===== config.mk =====
export PLATFORM = sky130hd
export DESIGN_NAME = wb_arbiter
export DESIGN_NICKNAME = d
export VERILOG_FILES = /design/src/rtl/wb_arbiter.sv
export SDC_FILE = /design/constraint.sdc
export NUM_CORES = 1
export LEC_CHECK = 0
export CAP_MARGIN = 30
export CORE_MARGIN = 4
export CORE_UTILIZATION = 40
export CTS_CLUSTER_DIAMETER = 200
export CTS_CLUSTER_SIZE = 24
export DETAILED_ROUTE_END_ITERATION = 12
export SLEW_MARGIN = 20
export SYNTH_ARGS = -nofsm -noshare
export SYNTH_HDL_FRONTEND = slang
export SYNTH_SLANG_ARGS = --single-unit

===== constraint.sdc =====
create_clock -name clk -period 2.75 [get_ports clk]
set_clock_uncertainty 0.2 [all_clocks]
set_input_delay 0.275 -clock clk [delete_from_list [all_inputs] [get_ports clk]]
set_output_delay 0.275 -clock clk [all_outputs]
set_load 0.02 [all_outputs]

===== src/rtl/wb_arbiter.sv =====
// Register-file write-port arbiter: in-order pipeline results take priority over a
// 4-entry FIFO of multicycle results, with a pending scoreboard for hazard queries.
module wb_arbiter (
  input  logic        clk,
  input  logic        reset,
  input  logic        p_valid,
  input  logic [4:0]  p_wa,
  input  logic [63:0] p_wd,
  input  logic        m_valid,
  input  logic [4:0]  m_wa,
  input  logic [63:0] m_wd,
  output logic        m_ready,
  input  logic        iss_valid,
  input  logic [4:0]  iss_wa,
  input  logic [4:0]  qa1,
  input  logic [4:0]  qa2,
  output logic        qbusy1,
  output logic        qbusy2,
  output logic        wen,
  output logic [4:0]  wa,
  output logic [63:0] wd,
  output logic [2:0]  fifo_cnt
);

  logic [4:0]  fifo_wa_q [4];
  logic [63:0] fifo_wd_q [4];
  logic [1:0]  head_q, tail_q;
  logic [2:0]  cnt_q, cnt_d;
  logic [31:0] pend_q, pend_d;
  logic        wen_q;
  logic [4:0]  wa_q;
  logic [63:0] wd_q;

  logic        push, sel_p, pop;
  logic [4:0]  head_wa;
  logic [63:0] head_wd;

  // Readiness comes from the registered count only, so a full FIFO never accepts
  // a push even when it is being popped in the same cycle.
  assign m_ready = (cnt_q < 3'd4) && !reset;
  assign push    = m_valid && m_ready;
  assign sel_p   = p_valid && (p_wa != 5'd0);
  assign pop     = !sel_p && (cnt_q != 3'd0);
  assign head_wa = fifo_wa_q[head_q];
  assign head_wd = fifo_wd_q[head_q];

  assign qbusy1 = (qa1 != 5'd0) && pend_q[qa1];
  assign qbusy2 = (qa2 != 5'd0) && pend_q[qa2];

  assign wen      = wen_q;
  assign wa       = wa_q;
  assign wd       = wd_q;
  assign fifo_cnt = cnt_q;

  always_comb begin
    pend_d = pend_q;
    if (pop && (head_wa != 5'd0)) pend_d[head_wa] = 1'b0;
    // A new issue to the same register outranks the retiring write.
    if (iss_valid && (iss_wa != 5'd0)) pend_d[iss_wa] = 1'b1;
    pend_d[0] = 1'b0;
    cnt_d = cnt_q + {2'b00, push} - {2'b00, pop};
  end

  // Storage carries no reset; validity is tracked by the pointers and count.
  always_ff @(posedge clk) begin
    if (push) begin
      fifo_wa_q[tail_q] <= m_wa;
      fifo_wd_q[tail_q] <= m_wd;
    end
  end

  always_ff @(posedge clk) begin
    if (reset) begin
      head_q <= 2'd0;
      tail_q <= 2'd0;
      cnt_q  <= 3'd0;
      pend_q <= 32'd0;
      wen_q  <= 1'b0;
      wa_q   <= 5'd0;
      wd_q   <= 64'd0;
    end else begin
      cnt_q  <= cnt_d;
      pend_q <= pend_d;
      if (push) tail_q <= tail_q + 2'd1;
      if (pop)  head_q <= head_q + 2'd1;
      if (sel_p) begin
        wen_q <= 1'b1;
        wa_q  <= p_wa;
        wd_q  <= p_wd;
      end else if (pop && (head_wa != 5'd0)) begin
        wen_q <= 1'b1;
        wa_q  <= head_wa;
        wd_q  <= head_wd;
      end else begin
        wen_q <= 1'b0;
      end
    end
  end

endmodule

; ---- Word level (Yosys, flattened, before mapping)
; Memory sizes are Yosys's and may differ from the RTL's. A register that Yosys moved wholly into a read port is not among the register bits.
; Index checks and enable logic that the tools add are counted.
[op_classes]
addsub = 4
order_cmp = 7
muxes = 22
n_bitwise = 3
n_reduce_logical = 19
[op_table]
columns = op, count
row1 = $mux 64, 2
row2 = $mux 32, 2
row3 = $and 32x32->32, 1
row4 = $not 32->32, 1
row5 = $or 32x32->32, 1
row6 = $reduce_bool 5->1, 5
row7 = $lt 5x6->1 const B, 4
row8 = $bmux 1 s5, 2
row9 = $demux 1 s5, 2
row10 = $ge 5x1->1 const B, 2
row11 = $logic_and 1x1->1, 10
row12 = $mux 5, 2
row13 = $mux 1, 8
row14 = $mux 2, 4
row15 = $add 2x1->2 const B, 2
row16 = $add 3x1->3, 1
row17 = $lt 3x3->1 const B, 1
row18 = $reduce_bool 3->1, 1
row19 = $sub 3x1->3, 1
row20 = $logic_not 1->1, 2
row21 = $reduce_bool 2->1, 1
[word_totals]
ff_bits = 109
ram_bits = 276
inputBits = 158
out_inout_bits = 76
n_memories = 2
[mem_list]
columns = name, words, width, rd, rd_ports_with_merged_regs, write_ports, line
row1 = fifo_wd_q, 4, 64, 1, 1, 1, 26  ; logic [63:0] fifo_wd_q [4];
row2 = fifo_wa_q, 4, 5, 1, 1, 1, 25  ; logic [4:0] fifo_wa_q [4];

; ---- Longest topological paths before layout
[depth]
word_depth = 9
ltp_mapped = 12
ltp_nobuf = 11

; ---- Least setup slack after synthesis
; OpenSTA, ideal clock, no wires.
[synth_path]
path_kind = input -> register
start = input reset
end = memory fifo_wa_q[0][0], enable pin
arrival_ps = 2606
required_ps = 2115
setup_slack_ps = -491
cell_stages = 3
path_buffers = 1
cell_sequence = clkbuf_1 nor2_1 and3_1
[synth_between]
elab_chain_cells = 5
[synth_rtl]
columns = element, line
row1 = from (decl), 5  ; input logic reset,
row2 = $logic_not 1->1, 40  ; assign m_ready = (cnt_q < 3'd4) && !reset;
row3 = $logic_and 1x1->1, 40
row4 = via m_ready, 12  ; output logic m_ready,
row5 = $logic_and 1x1->1, 41  ; assign push = m_valid && m_ready;
row6 = $mux 1, 66  ; if (push) begin
row7 = $mux 1 (not written as such), 67  ; fifo_wa_q[tail_q] <= m_wa;
row8 = to (decl), 25
; The timed path passes the listed nets, and every way through them passes these cells.

==> out/metrics.yaml <==
pwr:
  ir_drop_uv: 717
  p_int_uw: 10800
  p_leak_uw: 0.00683
  p_per_area_nw_per_um2: 739
  switching_share_pct: 33.5
  pwr-share-comb_pct: 34.1
  seq_power_share_pct: 45.4
  p_clk_share_pct: 20.5
  power.switching_uw: 5460
layout:
  fillers: 3814
  areaGrowthSynthToFinish_pct: 22.0
  layoutNonFillerInstCount: 2120
  drive_gt1_share_pct: 16.2
  nNetsFinal: 1673
drt:
  drcViolationCount: 0
  wl_per_cell_um: 25.3
  viasPerCell: 6.22
  dr.pass1.iters: 5
  drt_iter0_drc: 1236
  totalWireLength_um: 53600
  ant_nets: 0
  vias: 13191
global_route:
  grtUsageMet1_pct: 31.0
  gr-total-overflow: 0
  antenna_found_initial: 11
  grtUsageTotal_pct: 21.5
  busiest_layer: "met2"
  grt_max_degree: 80
  grt_util_met2_pct: 34.9
  grt_pass1_wl_um: 80900
  met3_usage_pct: 2.62
  grt_pass1_vias: 13251
placed_design:
  hpwl_um: 32900
  dp_worst_setup_slack_ps: -355
  dp_cells: 2077
  gp_congestion: 0.805
  numPortBuffers: 233
critical_path:
  crit_path_max_incr_delay_ps: 650
  critPathKind: "flop to flop"
  worstPathArrival_ps: 2830
  path_cells: "mux4_2, or2_1, nor3_4, buf_12, o211ai_1"
  crit_fanout: 33
  start_kind: "flop"
  end_kind: "flop"
  cp.required_ps: 2960
  critPathSlowestCell: "mux4_2"
die:
  ios: 234
  die_w_um: 221
  core-area_um2: 44400
  die_h_um: 221
  num_rows: 77
  start_util_pct: 40.7
  dieArea_um2: 48700
yosys:
  postSynthAreaPerCell_um2: 13.6
  yosysSeqAreaShare_pct: 58.0
  yosysWarnings: 0
  synth_nets: 1492
  synth_edf_count: 276
  synthDistinctLibCells: 50
  async_flop_share_pct: 0
  syn-cell-area_um2: 18100
  synth_cells: 1327
  ys_ff_latch: 386
  synthFlopType: "edfxtp_1"
clock_network:
  cts_tree: "done"
  numCtsBuffers: 20
  cts_sinks: 386
  cts_max_level: 1
  clockRootBuffer: "clkbuf_16"
  path_clk_slew_ps: 100
  clk_path_buf_depth: 3
  worstSkewPairLatency_ps: 530
sta:
  max_slew.worst_pin.slew_ps: 853
  period_needed_ps: 2610
  final_hold_viol_count: 0
  drv_slew: 0
  relSlewSlack_pct: 43.1
  setup_ws_ps: 136
  fmax_mhz: 383
  finalSetupViolations: 0
  grt_setup_unrepaired: "false"
  fin_crit_sh_pct: 95.1
job:
  maxCapViolCount: 0
min_path:
  hold_path_class: "primary input to flop"
outcome:
  status: "finished, final reports clean"
==> timing repair <==
item	4_1_cts	5_1_grt
setup buffers	0	0
hold endpoints to repair	0	0
setup endpoints to repair	2	2
hold buffers	0	0
gates resized for setup	5	2
==> power by group through the flow <==
stage / registers, uW / logic, uW / clock network, uW
floorplan: 7820 / 2770 / 0
global placement: 7490 / 5500 / 0
detailed placement: 7510 / 5580 / 0
CTS: 7390 / 5600 / 3440
global route: 7460 / 5940 / 3620
finish: 7400 / 5560 / 3340
==> metal layers <==
metal	routed length (um)	share of wire, %
met3	3430	6.4
met2	25200	47
met1	23900	45
met5	25	0.047
met4	1100	2.0
==> cells in the mapped netlist, types with 3 or more instances <==
master	instances	area, um^2
edfxtp_1	276	8290
nand4_1	134	838
nor2b_1	134	838
clkbuf_1	113	424
dfxtp_1	110	2200
o21ai_0	92	460
mux4_2	83	1870
o2111ai_1	69	604
or4_1	69	518
o211ai_2	50	626
o211ai_1	24	180
o311ai_0	19	166
nor2_1	18	67.6
mux2i_1	16	160
nand2_1	16	60.1
buf_2	10	50.1
inv_1	9	33.8
a31oi_1	8	50.1
buf_1	8	30.0
ha_1	6	75.1
or3_1	6	37.5
buf_8	5	75.1
and3_1	4	25.0
nand3b_1	4	30.0
nor3_1	4	20.0
or3b_2	4	35.0
nand4b_1	3	26.3
o22ai_1	3	18.8
or4bb_1	3	33.8
xnor2_1	3	26.3
==> area by class of cell <==
| class | count | area (um^2) | area share, % |
|---|---|---|---|
| Inverter | 9 | 38.8 | 0.176 |
| Tap cell | 592 | 741 | 3.36 |
| Clock buffer | 34 | 574 | 2.61 |
| Antenna cell | 7 | 17.5 | 0.0795 |
| Multi-Input combinational cell | 794 | 7030 | 31.9 |
| Timing Repair Buffer | 297 | 3120 | 14.2 |
| Sequential cell | 386 | 10500 | 47.6 |
| Clock inverter | 1 | 30.0 | 0.136 |
==> cells in the final DEF, fill, tap and decap left out, types with 6 or more instances in the layout <==
cell type        synthesis  layout
o21ai_0                 92      92
mux4_2                  83      83
clkbuf_1               113      13
or4_1                   69      69
dfxtp_1                110     108
edfxtp_1               276     276
buf_4                    0      39
clkdlybuf4s50_1          0     229
diode_2                  0       7
inv_1                    9       8
o211ai_2                50      50
ha_1                     6       6
mux2i_1                 16      16
nor2_1                  18      17
buf_12                   0      26
o2111ai_1               69      69
nand4_1                134     134
nor2b_1                134     134
a31oi_1                  8       8
clkbuf_16                0      21
nand2_1                 16      16
o211ai_1                24      24
o311ai_0                19      19
==> critical path: cells and delay by family (launching register included) <==
family                 cells  cell delay, ps
buffers and inverters      1             290
muxes                      1             650
DFF                        1             470
and+or+nand+nor            2             710
AOI/OAI and AO/OA          1             140
==> through the flow <==
| stage | setup TNS, ps | util, % | hold slack (ps) | power, uW | instance area (um^2) |
|---|---|---|---|---|---|
| 3_5_place_dp | -990 | 48.2 | 277 | 13100 | 21400 |
| 5_1_grt | 0 | 49.6 | 100 | 17000 | 22000 |
| 6_report | 0 | 49.6 | 76.4 | 16300 | 22000 |
| 4_1_cts | 0 | 49.6 | 69.7 | 16400 | 22000 |
| 3_3_place_gp | -863 | 48.2 | 271 | 13000 | 21400 |
| 2_1_floorplan | 0 | - | 174 | 10600 | 18100 |
==> path summary, 6_finish.rpt <==
path / from / slack, ps / to / cells after the start
setup / recovery: flop / 140 / wd[56]$_SDFFE_PP0P_ / 5
hold reg to reg: head_q[1]$_SDFFE_PP0P_ / 300 / flop / 2
hold / removal: reset / 80 / pend_q[13]$_SDFF_PP0_ / 4
setup reg to reg: flop / 140 / wd[56]$_SDFFE_PP0P_ / 5
==> sequential cells by signal (all words and copies together) (netlist names), named ones only <==
register and flops:
fifo_cnt 3, fifo_wa_q 20, fifo_wd_q 256, head_q 2, pend_q 31, tail_q 2, wa 5, wd 64
wen 1
==> cells by family (layout without fill, tap and decap cells) <==
| family | count (synthesis) | count (layout) | synth area share (%) |
|---|---|---|---|
| multiplexers | 101 | 101 | 11.4 |
| other | 0 | 7 | 0 |
| XOR/XNOR | 4 | 4 | 0.194 |
| flip-flops | 386 | 386 | 58.0 |
| AO/OA/AOI/OAI | 274 | 274 | 12.0 |
| buffers and inverters | 147 | 341 | 3.52 |
| adder cells (fa/ha/maj) | 7 | 7 | 0.526 |
| AND/OR/NAND/NOR | 408 | 408 | 14.4 |
Note: power is estimated with default switching activity, not from simulation.
